==> src/rtl/inp_debounce.sv <==
// Synchronises and debounces two 16-bit switch banks and a push-button.
// Outputs are stable values, per-bank change pulses, a button rising-edge pulse and a sticky valid flag.

module inp_debounce_chan #(
  parameter int unsigned W         = 16,
  parameter int unsigned DB_CYCLES = 400000,
  parameter int unsigned CNT_W     = 20
) (
  input  logic         clock,
  input  logic         reset,
  input  logic [W-1:0] raw_i,
  output logic [W-1:0] out_o,
  output logic         chg_o,
  output logic         acc_o,
  output logic         sat_o
);

  localparam logic [CNT_W-1:0] CNT_MAX = CNT_W'(DB_CYCLES - 1);

  logic [W-1:0]     s1_q, s1_d;
  logic [W-1:0]     s2_q, s2_d;
  logic [W-1:0]     cand_q, cand_d;
  logic [W-1:0]     out_q, out_d;
  logic [CNT_W-1:0] cnt_q, cnt_d;
  logic             chg_q, chg_d;
  logic             acc_q, acc_d;
  logic             sat;

  // The whole word is one candidate: any bit moving restarts the stability count.
  always_comb begin
    s1_d   = raw_i;
    s2_d   = s1_q;
    cand_d = cand_q;
    cnt_d  = cnt_q;
    out_d  = out_q;
    acc_d  = acc_q;
    chg_d  = 1'b0;
    sat    = 1'b0;
    if (s2_q != cand_q) begin
      cand_d = s2_q;
      cnt_d  = '0;
    end else if (cnt_q != CNT_MAX) begin
      cnt_d = cnt_q + CNT_W'(1);
    end else begin
      sat   = 1'b1;
      acc_d = 1'b1;
      if (cand_q != out_q) begin
        out_d = cand_q;
        chg_d = 1'b1;
      end
    end
  end

  always_ff @(posedge clock) begin
    if (reset) begin
      s1_q   <= '0;
      s2_q   <= '0;
      cand_q <= '0;
      cnt_q  <= '0;
      out_q  <= '0;
      chg_q  <= 1'b0;
      acc_q  <= 1'b0;
    end else begin
      s1_q   <= s1_d;
      s2_q   <= s2_d;
      cand_q <= cand_d;
      cnt_q  <= cnt_d;
      out_q  <= out_d;
      chg_q  <= chg_d;
      acc_q  <= acc_d;
    end
  end

  assign out_o = out_q;
  assign chg_o = chg_q;
  assign acc_o = acc_q;
  assign sat_o = sat;

endmodule

module inp_debounce #(
  parameter int unsigned DB_CYCLES = 32'd400000,
  parameter int unsigned CNT_W     = 20
) (
  input  logic        clock,
  input  logic        reset,
  input  logic [15:0] raw1,
  input  logic [15:0] raw2,
  input  logic        raw_btn,
  output logic [15:0] inpval1,
  output logic [15:0] inpval2,
  output logic        inp_valid,
  output logic [1:0]  inp_changed,
  output logic        btn_level,
  output logic        btn_pulse
);

  logic b1_chg, b1_acc, b1_sat;
  logic b2_chg, b2_acc, b2_sat;
  logic bt_chg, bt_acc, bt_sat;
  logic valid_q, valid_d;

  inp_debounce_chan #(.W(16), .DB_CYCLES(DB_CYCLES), .CNT_W(CNT_W)) u_bank1 (
    .clock (clock),
    .reset (reset),
    .raw_i (raw1),
    .out_o (inpval1),
    .chg_o (b1_chg),
    .acc_o (b1_acc),
    .sat_o (b1_sat)
  );

  inp_debounce_chan #(.W(16), .DB_CYCLES(DB_CYCLES), .CNT_W(CNT_W)) u_bank2 (
    .clock (clock),
    .reset (reset),
    .raw_i (raw2),
    .out_o (inpval2),
    .chg_o (b2_chg),
    .acc_o (b2_acc),
    .sat_o (b2_sat)
  );

  inp_debounce_chan #(.W(1), .DB_CYCLES(DB_CYCLES), .CNT_W(CNT_W)) u_btn (
    .clock (clock),
    .reset (reset),
    .raw_i (raw_btn),
    .out_o (btn_level),
    .chg_o (bt_chg),
    .acc_o (bt_acc),
    .sat_o (bt_sat)
  );

  // Include this edge's acceptances so valid rises on the edge the last channel is accepted.
  assign valid_d = valid_q | ((b1_acc | b1_sat) & (b2_acc | b2_sat) & (bt_acc | bt_sat));

  always_ff @(posedge clock) begin
    if (reset) valid_q <= 1'b0;
    else       valid_q <= valid_d;
  end

  assign inp_valid   = valid_q;
  assign inp_changed = {b2_chg, b1_chg};
  // A one-bit channel that just changed and now reads high has risen.
  assign btn_pulse   = bt_chg & btn_level;

endmodule
==> config.mk <==
export PLATFORM = sky130hd
export DESIGN_NAME = inp_debounce
export DESIGN_NICKNAME = d
export VERILOG_FILES = /design/src/rtl/inp_debounce.sv
export SDC_FILE = /design/constraint.sdc
export NUM_CORES = 1
export LEC_CHECK = 0
export CORE_MARGIN = 2
export CORE_UTILIZATION = 50
export CTS_CLUSTER_DIAMETER = 40
export DETAILED_ROUTE_END_ITERATION = 8
export GPL_ROUTABILITY_DRIVEN = 0
export GPL_TIMING_DRIVEN = 0
export PLACE_DENSITY = 0.69
export SLEW_MARGIN = 15
export SYNTH_ARGS = -nofsm -noshare
export SYNTH_HDL_FRONTEND = slang
export SYNTH_HIERARCHICAL = 1
export SYNTH_SLANG_ARGS = --single-unit
==> constraint.sdc <==
create_clock -name clock -period 2.26 [get_ports clock]
set_input_delay 0.226 -clock clock [delete_from_list [all_inputs] [get_ports clock]]
set_output_delay 0.226 -clock clock [all_outputs]
set_load 0.05 [all_outputs]
==> results of run 1 <==
[logic make-up (layout without fill, tap and decap cells)]
family | count (synthesis) | in the layout | share of synthesized area [%]
adder cells (fa/ha/maj) | 3 | 3 | 0.467
flip-flops | 199 | 199 | 49.6
multiplexers | 2 | 2 | 0.249
buffers and inverters | 55 | 162 | 3.60
AND/OR/NAND/NOR | 341 | 341 | 25.3
XOR/XNOR | 110 | 110 | 12.0
AO/OA/AOI/OAI | 113 | 113 | 8.81
[layer usage]
layer | part of all wire [%] | wire [microns]
met1 | 49 | 7960
met2 | 47 | 7630
met3 | 3.9 | 640
met4 | 0.81 | 133
met5 | 0 | 0
[placed cells by master, fill, tap and decap left out, drive strengths merged, types with 2 or more instances in the layout]
cell	synthesis	routed
nor2b	99	99
ha	3	3
mux2i	2	2
nand2b	3	3
nor3b	2	2
nand4	52	52
or3	9	9
inv	11	18
and4	11	11
a21oi	53	53
clkinv	0	7
nor2	51	51
nor3	15	15
dfxtp	199	199
o21ai	10	10
o31ai	34	34
clkdlybuf4s50	0	71
nand3	16	16
a211oi	7	7
xnor2	35	35
xor2	75	75
clkbuf	27	42
nor4	28	28
and2	5	5
and3	5	5
buf	17	23
or4	9	9
nand2	34	34
a31oi	4	4
[layout make-up]
class / instances / area [sq um] / share of cell area, %
Clock inverter: 15 / 179 / 1.84
Inverter: 11 / 41.3 / 0.426
Tap cell: 216 / 270 / 2.79
Clock buffer: 17 / 425 / 4.38
Multi-Input combinational cell: 569 / 3800 / 39.2
Sequential cell: 199 / 3990 / 41.1
Buffer: 42 / 243 / 2.50
Timing Repair Buffer: 77 / 756 / 7.79
[power by group through the flow]
stage                     combinational, W  sequential (W)  clock, W
final                             0.000375         0.00363   0.00299
after global routing              0.000414         0.00364   0.00321
after CTS                         0.000369         0.00363   0.00306
after detailed placement          0.000363         0.00371         0
after global placement            0.000362         0.00371         0
after floorplan                   0.000233         0.00370         0
[flip-flops by register name, summed over array words and instances, names as in the netlist, 16 cells and up]
signal,cells
u_bank2/s2_q,16
u_bank1/out_o,16
u_bank1/s1_q,16
u_bank2/cand_q,16
u_bank1/cand_q,16
u_bank2/s1_q,16
u_btn/cnt_q,20
u_bank1/cnt_q,20
u_bank2/cnt_q,20
u_bank2/out_o,16
u_bank1/s2_q,16
[per-stage QoR]
step / worst slack, ns / std cells
floorplan: 0.120 / 823
global placement: -0.181 / 1110
detailed placement: -0.184 / 1110
CTS: 0.0101 / 1143
global route: -0.0166 / 1146
finish: 0.118 / 1146
[worst max-delay path by stage]
stage | endpoint | cells past startpoint | startpoint | slack [ns]
final | inp_valid | 7 | u_btn/cnt_q[7] | 0.12
after floorplan | u_bank1/out_o[10] | 7 | u_bank1/out_o[3] | 0.12
after CTS | u_bank2/out_o[13] | 6 | u_bank2/cnt_q[13] | 0.01
after global routing | inp_valid | 7 | u_btn/cnt_q[7] | -0.02
after detailed placement | inp_valid | 7 | u_bank2/cnt_q[0] | -0.18
after global placement | u_bank2/chg_o | 5 | u_bank2/cand_q[11] | -0.18
[worst reg2reg max path, cell delays in order (launching register included)]
cell and delay [ns]:
dfxtp_1 0.37, or4_4 0.57, nor4b_4 0.31, buf_6 0.21
nand2_2 0.12, nor2_1 0.16, o22ai_1 0.11, a211oi_2 0.21
[repair_timing]
item,in CTS,in global routing
resized for setup,3,10
hold endpoints to repair,0,0
buffers inserted,3,3
pin swaps,2,4
endpoints found under the setup margin,12,31
==> impl_metrics.csv, run 1 <==
group,metric,value,unit
finish,drive_gt1_share,9.25,%
critical_path,cpMaxStageDelayCell,"or4_4",
timing,setup-tns-final,0,ns
finish,fill_cells,1385,
timing,min_period_over_period,94.8,%
logic_synthesis,synthCells,823,
finish,final_area,9700,sq um
logic_synthesis,synth_top_cell_by_area,"dfxtp_1",
finish,fin_util,61.5,%
critical_path,cp_cell_sequence,"or4_4, nor4b_4, buf_6, nand2_2, nor2_1, o22ai_1, a211oi_2",
power_and_ir_drop,power_leakage,3.64,nW
outcome,status,"completed",
power_and_ir_drop,comb_power_share,5.4,%
logic_synthesis,synth_most_common_cell,"dfxtp_1",
logic_synthesis,synth.distinct_cells,47,
logic_synthesis,async_flop_share,0,%
grt,grt_use_total,19.9,%
logic_synthesis,synth_ff_type,"dfxtp_1",
timing,whs,0.340,ns
timing,hold_viol_final,0,
timing,max_freq,467,MHz
logic_synthesis,synth_area_leaders,"dfxtp_1 (50%), xor2_1 (8.2%), nor2b_1 (7.7%), nand4_1 (4.0%), xnor2_1 (3.8%)",
critical_path,critical_path_buf_inv_count,1,
hold_path,hp-class,"in2reg",
clock_network,tritoncts,"built",
logic_synthesis,synthTopCellsByCount,"dfxtp_1 (199), nor2b_1 (99), xor2_1 (75), a21oi_1 (53), nand4_1 (52)",
route,dr.pass1.iters,5,
grt,antenna_found_initial,0,
grt,use_met2,31.3,%
power_and_ir_drop,pwr-share-seq,51.9,%
logic_synthesis,synth_edf_count,0,
power_and_ir_drop,p_sw_share,25.0,%
critical_path,cp.arrival,2.48,ns
timing,worst_pin_slew,0.675,ns
logic_synthesis,ys_warn_count,6,
placed_design,hpwl,11500,microns
timing,fin_worst_skew,0.0109,ns
critical_path,crit_path_max_fanout,10,
placed_design,placed_area,9010,sq um
die,initial_core_util,50.9,%
clock_network,ctsHoldBuffers,0,
die,dieArea,17100,sq um
timing,min_period,2.14,ns
logic_synthesis,ys_seq_area_share,49.6,%
grt,use_met3,5.09,%
critical_path,cpPeakStageDelay,0.57,ns
grt,grt_max_degree,22,
grt,grt_use_met1,27.5,%
finish,diodes,0,
job,cap_violations,0,
grt,grt_pass1_wl,27200,microns
clock_network,h-tree-depth,4,
finish,area_growth,20.8,%
clock_network,clk_latency,0.43,ns
power_and_ir_drop,power_density,720,nW/um^2
critical_path,rr_endpoint,"inp_valid",
hold_path,worstHoldStart,"raw2[2]",
logic_synthesis,avgSynthCellArea,9.76,sq um
hold_path,worstHoldPathCells,2,
logic_synthesis,yosys_register_bits,199,
route,detail-route-antenna-nets,0,
grt,grt_overflow,0,
critical_path,r2r_slack,0.12,ns
grt,grt_pass1_vias,5667,
critical_path,cpLargestDelayFamily,"simple AND/OR/NAND/NOR gates",
die,dieWidth,131,microns
clock_network,numCtsBuffers,17,
critical_path,rr_startpoint,"u_btn/cnt_q[7]",
power_and_ir_drop,power,0.00699,W
power_and_ir_drop,ir_drop,0.546,mV
route,wirelength,16400,microns
route,wl_per_cell,14.3,microns
power_and_ir_drop,intPower,0.00524,W
critical_path,path_class,"reg2reg",
critical_path,start_kind,"flop",
critical_path,worstPathRequired,2.60,ns
clock_network,clk_pin_slew,0.08,ns
clock_network,clock_path_buffers,2,
die,core,15800,sq um
timing,slew_headroom,54.9,%
route,drc_errors,0,
clock_network,cts_root_buf,"clkbuf_16",
critical_path,endpoint_kind,"flop",
hold_path,min_to,"u_bank2/s1_q[2]",
timing,setup_viol,0,
power_and_ir_drop,clock_power_share,42.7,%
logic_synthesis,yosysTopAreaCellShare,49.6,%
power_and_ir_drop,power_switching,0.00175,W
placed_design,numPortBuffers,71,
grt,top_usage_layer,"met2",
critical_path,rr_worst_depth,7,
die,core.rowCount,46,
logic_synthesis,syn_area,8030,sq um
die,die_height,131,microns
route,via_per_inst,5.27,
timing,drv_slew,0,
logic_synthesis,syn_nets,861,
die,io_pins,72,
route,via_count,6039,
clock_network,clock-sinks,199,
route,drt_iter0_drc,429,
finish,final_nets,955,
Note: power is estimated with default switching activity, not from simulation.
==> inputs of run 2 (changes only) <==
--- a/config.mk
+++ b/config.mk
@@ -5,7 +5,6 @@
 export SDC_FILE = /design/constraint.sdc
 export NUM_CORES = 1
 export LEC_CHECK = 0
-export CORE_MARGIN = 2
 export CORE_UTILIZATION = 50
 export CTS_CLUSTER_DIAMETER = 40
 export DETAILED_ROUTE_END_ITERATION = 8
@@ -15,5 +14,4 @@
 export SLEW_MARGIN = 15
 export SYNTH_ARGS = -nofsm -noshare
 export SYNTH_HDL_FRONTEND = slang
-export SYNTH_HIERARCHICAL = 1
 export SYNTH_SLANG_ARGS = --single-unit
==> run 2 against run 1 <==
  * Sequential cell count stayed put
  * Core utilization is 1.1 points higher
  * Sequential share of layout area is 0.59 points higher
  * Wire length is 1.6% higher
  * Count of clock-buffer cells in the layout stayed put
  * Combinational power hardly changed
==> impl_metrics.csv, run 2 <==
group,metric,value,unit
outcome,status,"completed",
placed_design,numPortBuffers,71,
logic_synthesis,yosys_register_bits,199,
finish,layout_common_cells,"dfxtp_1 (199), nor2b_1 (99), clkdlybuf4s50_1 (71)",
finish,diodes,0,
grt,grt_use_total,21.8,%
logic_synthesis,ys_seq_area_share,50.8,%
timing,min_period,2.15,ns
timing,setup_viol,0,
clock_network,clock-sinks,199,
die,dieWidth,127,microns
route,dr.pass1.iters,6,
timing,slew_headroom,58.8,%
logic_synthesis,synthAdderAreaFrac,0.478,%
power_and_ir_drop,p_sw_share,23.9,%
route,wl_per_cell,14.7,microns
placed_design,hpwl,11900,microns
grt,grt_pass1_vias,5749,
route,via_count,5940,
critical_path,crit_path_max_fanout,10,
route,drt_iter0_drc,284,
logic_synthesis,synth-xor-area-share,12.5,%
grt,use_met3,5.82,%
route,detail-route-antenna-nets,0,
logic_synthesis,synth_area_leaders,"dfxtp_1 (51%), nor2b_1 (7.9%), xor2_1 (7.7%), xnor2_1 (4.8%), nor2_1 (2.9%)",
logic_synthesis,syn_nets,844,
timing,fin_ws,0.106,ns
timing,rsz0062_at_grt,"no",
logic_synthesis,synth_top_family_by_area,"simple AND/OR/NAND/NOR gates",
finish,top_regs,"u_bank1.cnt_q (20), u_bank2.cnt_q (20), u_btn.cnt_q (20)",
timing,max_freq,464,MHz
route,drc_errors,0,
logic_synthesis,synth_edf_count,0,
logic_synthesis,synthTopCellsByCount,"dfxtp_1 (199), nor2b_1 (99), xor2_1 (69), nor2_1 (60), xnor2_1 (43)",
power_and_ir_drop,ir_drop,0.554,mV
finish,fin_cells,1127,
logic_synthesis,synth.area.mux_share,0.399,%
power_and_ir_drop,intPower,0.00545,W
logic_synthesis,async_flop_share,0,%
critical_path,worstPathRequired,2.59,ns
placed_design,dp.cells,1088,
clock_network,tritoncts,"built",
grt,top_usage_layer,"met2",
logic_synthesis,syn_area,7850,sq um
clock_network,clk_pin_slew,0.08,ns
logic_synthesis,avgSynthCellArea,9.73,sq um
job,cap_violations,0,
finish,final_common_cell,"dfxtp_1",
grt,grt_max_degree,21,
logic_synthesis,synth_simple_gate_area_share,23.0,%
grt,antenna_found_initial,0,
grt,grt_use_met1,26.4,%
power_and_ir_drop,power_density,750,nW/um^2
die,io_pins,72,
timing,setup-tns-final,0,ns
finish,area_growth,21.9,%
timing,min_period_over_period,95.3,%
power_and_ir_drop,comb_power_share,5.2,%
route,wirelength,16600,microns
logic_synthesis,yosysTopAreaCellShare,50.8,%
logic_synthesis,synth.distinct_cells,48,
clock_network,numCtsBuffers,17,
logic_synthesis,synthCells,806,
die,initial_core_util,51.4,%
logic_synthesis,synth_compound_area_share,9.03,%
timing,worst_pin_slew,0.619,ns
power_and_ir_drop,power_switching,0.00171,W
grt,use_met2,36.8,%
logic_synthesis,ys_warn_count,0,
power_and_ir_drop,clock_power_share,44.2,%
timing,whs,0.330,ns
die,die_height,127,microns
critical_path,cp.arrival,2.48,ns
timing,fin_worst_skew,0.00973,ns
logic_synthesis,synth_ff_type,"dfxtp_1",
clock_network,cts_root_buf,"clkbuf_16",
grt,grt_overflow,0,
hold_path,hp-class,"in2reg",
finish,final_nets,941,
clock_network,clock_path_buffers,2,
power_and_ir_drop,pwr-share-seq,50.6,%
die,core,15300,sq um
clock_network,h-tree-depth,4,
die,core.rowCount,45,
clock_network,clk_latency,0.44,ns
logic_synthesis,synth_top_cell_by_area,"dfxtp_1",
power_and_ir_drop,power_leakage,3.53,nW
power_and_ir_drop,power,0.00717,W
timing,drv_slew,0,
die,dieArea,16200,sq um
timing,hold_viol_final,0,
critical_path,endpoint_kind,"flop",
logic_synthesis,synth_most_common_cell,"dfxtp_1",
grt,grt_pass1_wl,27600,microns
finish,drive_gt1_share,8.30,%
route,via_per_inst,5.27,
placed_design,place_ws,-0.256,ns
critical_path,start_kind,"flop",
critical_path,path_class,"reg2reg",
## run 2: cell count changes after synthesis, moves of 7 or more
cell / change
a31o_1: +9
nor4_1: -7
nor2_1: +9
o31ai_1: -16
a31o_2: +7
xnor2_1: +8
inv_1: +13
nand4_1: -17
a21oi_1: -27
a311oi_1: +16
buf_6: -8
clkbuf_1: +11
## run 2: per-layer routing
metal,vias to the layer above,wire length (microns)
met5,-,0
met4,0,266
met3,19,657
met2,117,8300
met1,2833,7390
li1,2971,-
## run 2: path summary, 6_finish.rpt
kind / start / end / slack, ns / depth (start not counted)
setup / recovery: u_bank1.cnt_q[7] / u_bank1.out_o[3] / 0.11 / 7
hold / removal: raw2[13] / u_bank2.s1_q[13] / 0.33 / 2
setup reg to reg: u_bank1.cnt_q[7] / u_bank1.out_o[3] / 0.11 / 7
hold reg to reg: u_bank1.s1_q[1] / u_bank1.s2_q[1] / 0.44 / 1
## run 2: timing repair
action | 4_1_cts | 5_1_grt
gates resized for setup | 5 | 14
setup buffers | 4 | 6
hold endpoints to repair | 0 | 0
hold buffers | 0 | 0
setup endpoints to repair | 53 | 53
pin swaps | 2 | 3
## run 2: cell type report
class / count / area (sq um)
repair buffers: 81 / 786
fillers: 1244 / 5700
multi-input cells: 536 / 3600
clock inverters: 15 / 204
inverters: 24 / 90.1
plain buffers: 44 / 210
flip-flops and latches: 199 / 3980
clock buffers: 17 / 425
well taps: 211 / 264
## run 2: per-stage QoR
step | area (sq um) | utilization, %
floorplan | 7850 | -
global placement | 8820 | 57.8
detailed placement | 8820 | 57.8
CTS | 9490 | 62.2
global route | 9560 | 62.7
finish | 9560 | 62.7
## run 2: power by group through the flow
| stage | Sequential (W) | Combinational (W) | Clock (W) |
|---|---|---|---|
| floorplan | 0.00369 | 0.000218 | 0 |
| global placement | 0.00371 | 0.000333 | 0 |
| detailed placement | 0.00371 | 0.000343 | 0 |
| CTS | 0.00363 | 0.000355 | 0.00323 |
| global route | 0.00363 | 0.000410 | 0.00337 |
| finish | 0.00363 | 0.000372 | 0.00317 |
## run 2: cells by family (layout without fill, tap and decap cells)
logic type      Yosys count  after routing
mux                       3              3
buf+inv                  71            181
simple gates            318            318
compound gates          100            100
xor+xnor                112            112
flops                   199            199
fa+ha+maj                 3              3
## run 2: critical path: stages, from the launching register on
cell and delay [ns]:
dfxtp_1 0.35, or4_4 0.53, nor4_4 0.30, and2_1 0.17
buf_4 0.16, buf_4 0.19, a311oi_1 0.11, a31o_2 0.24
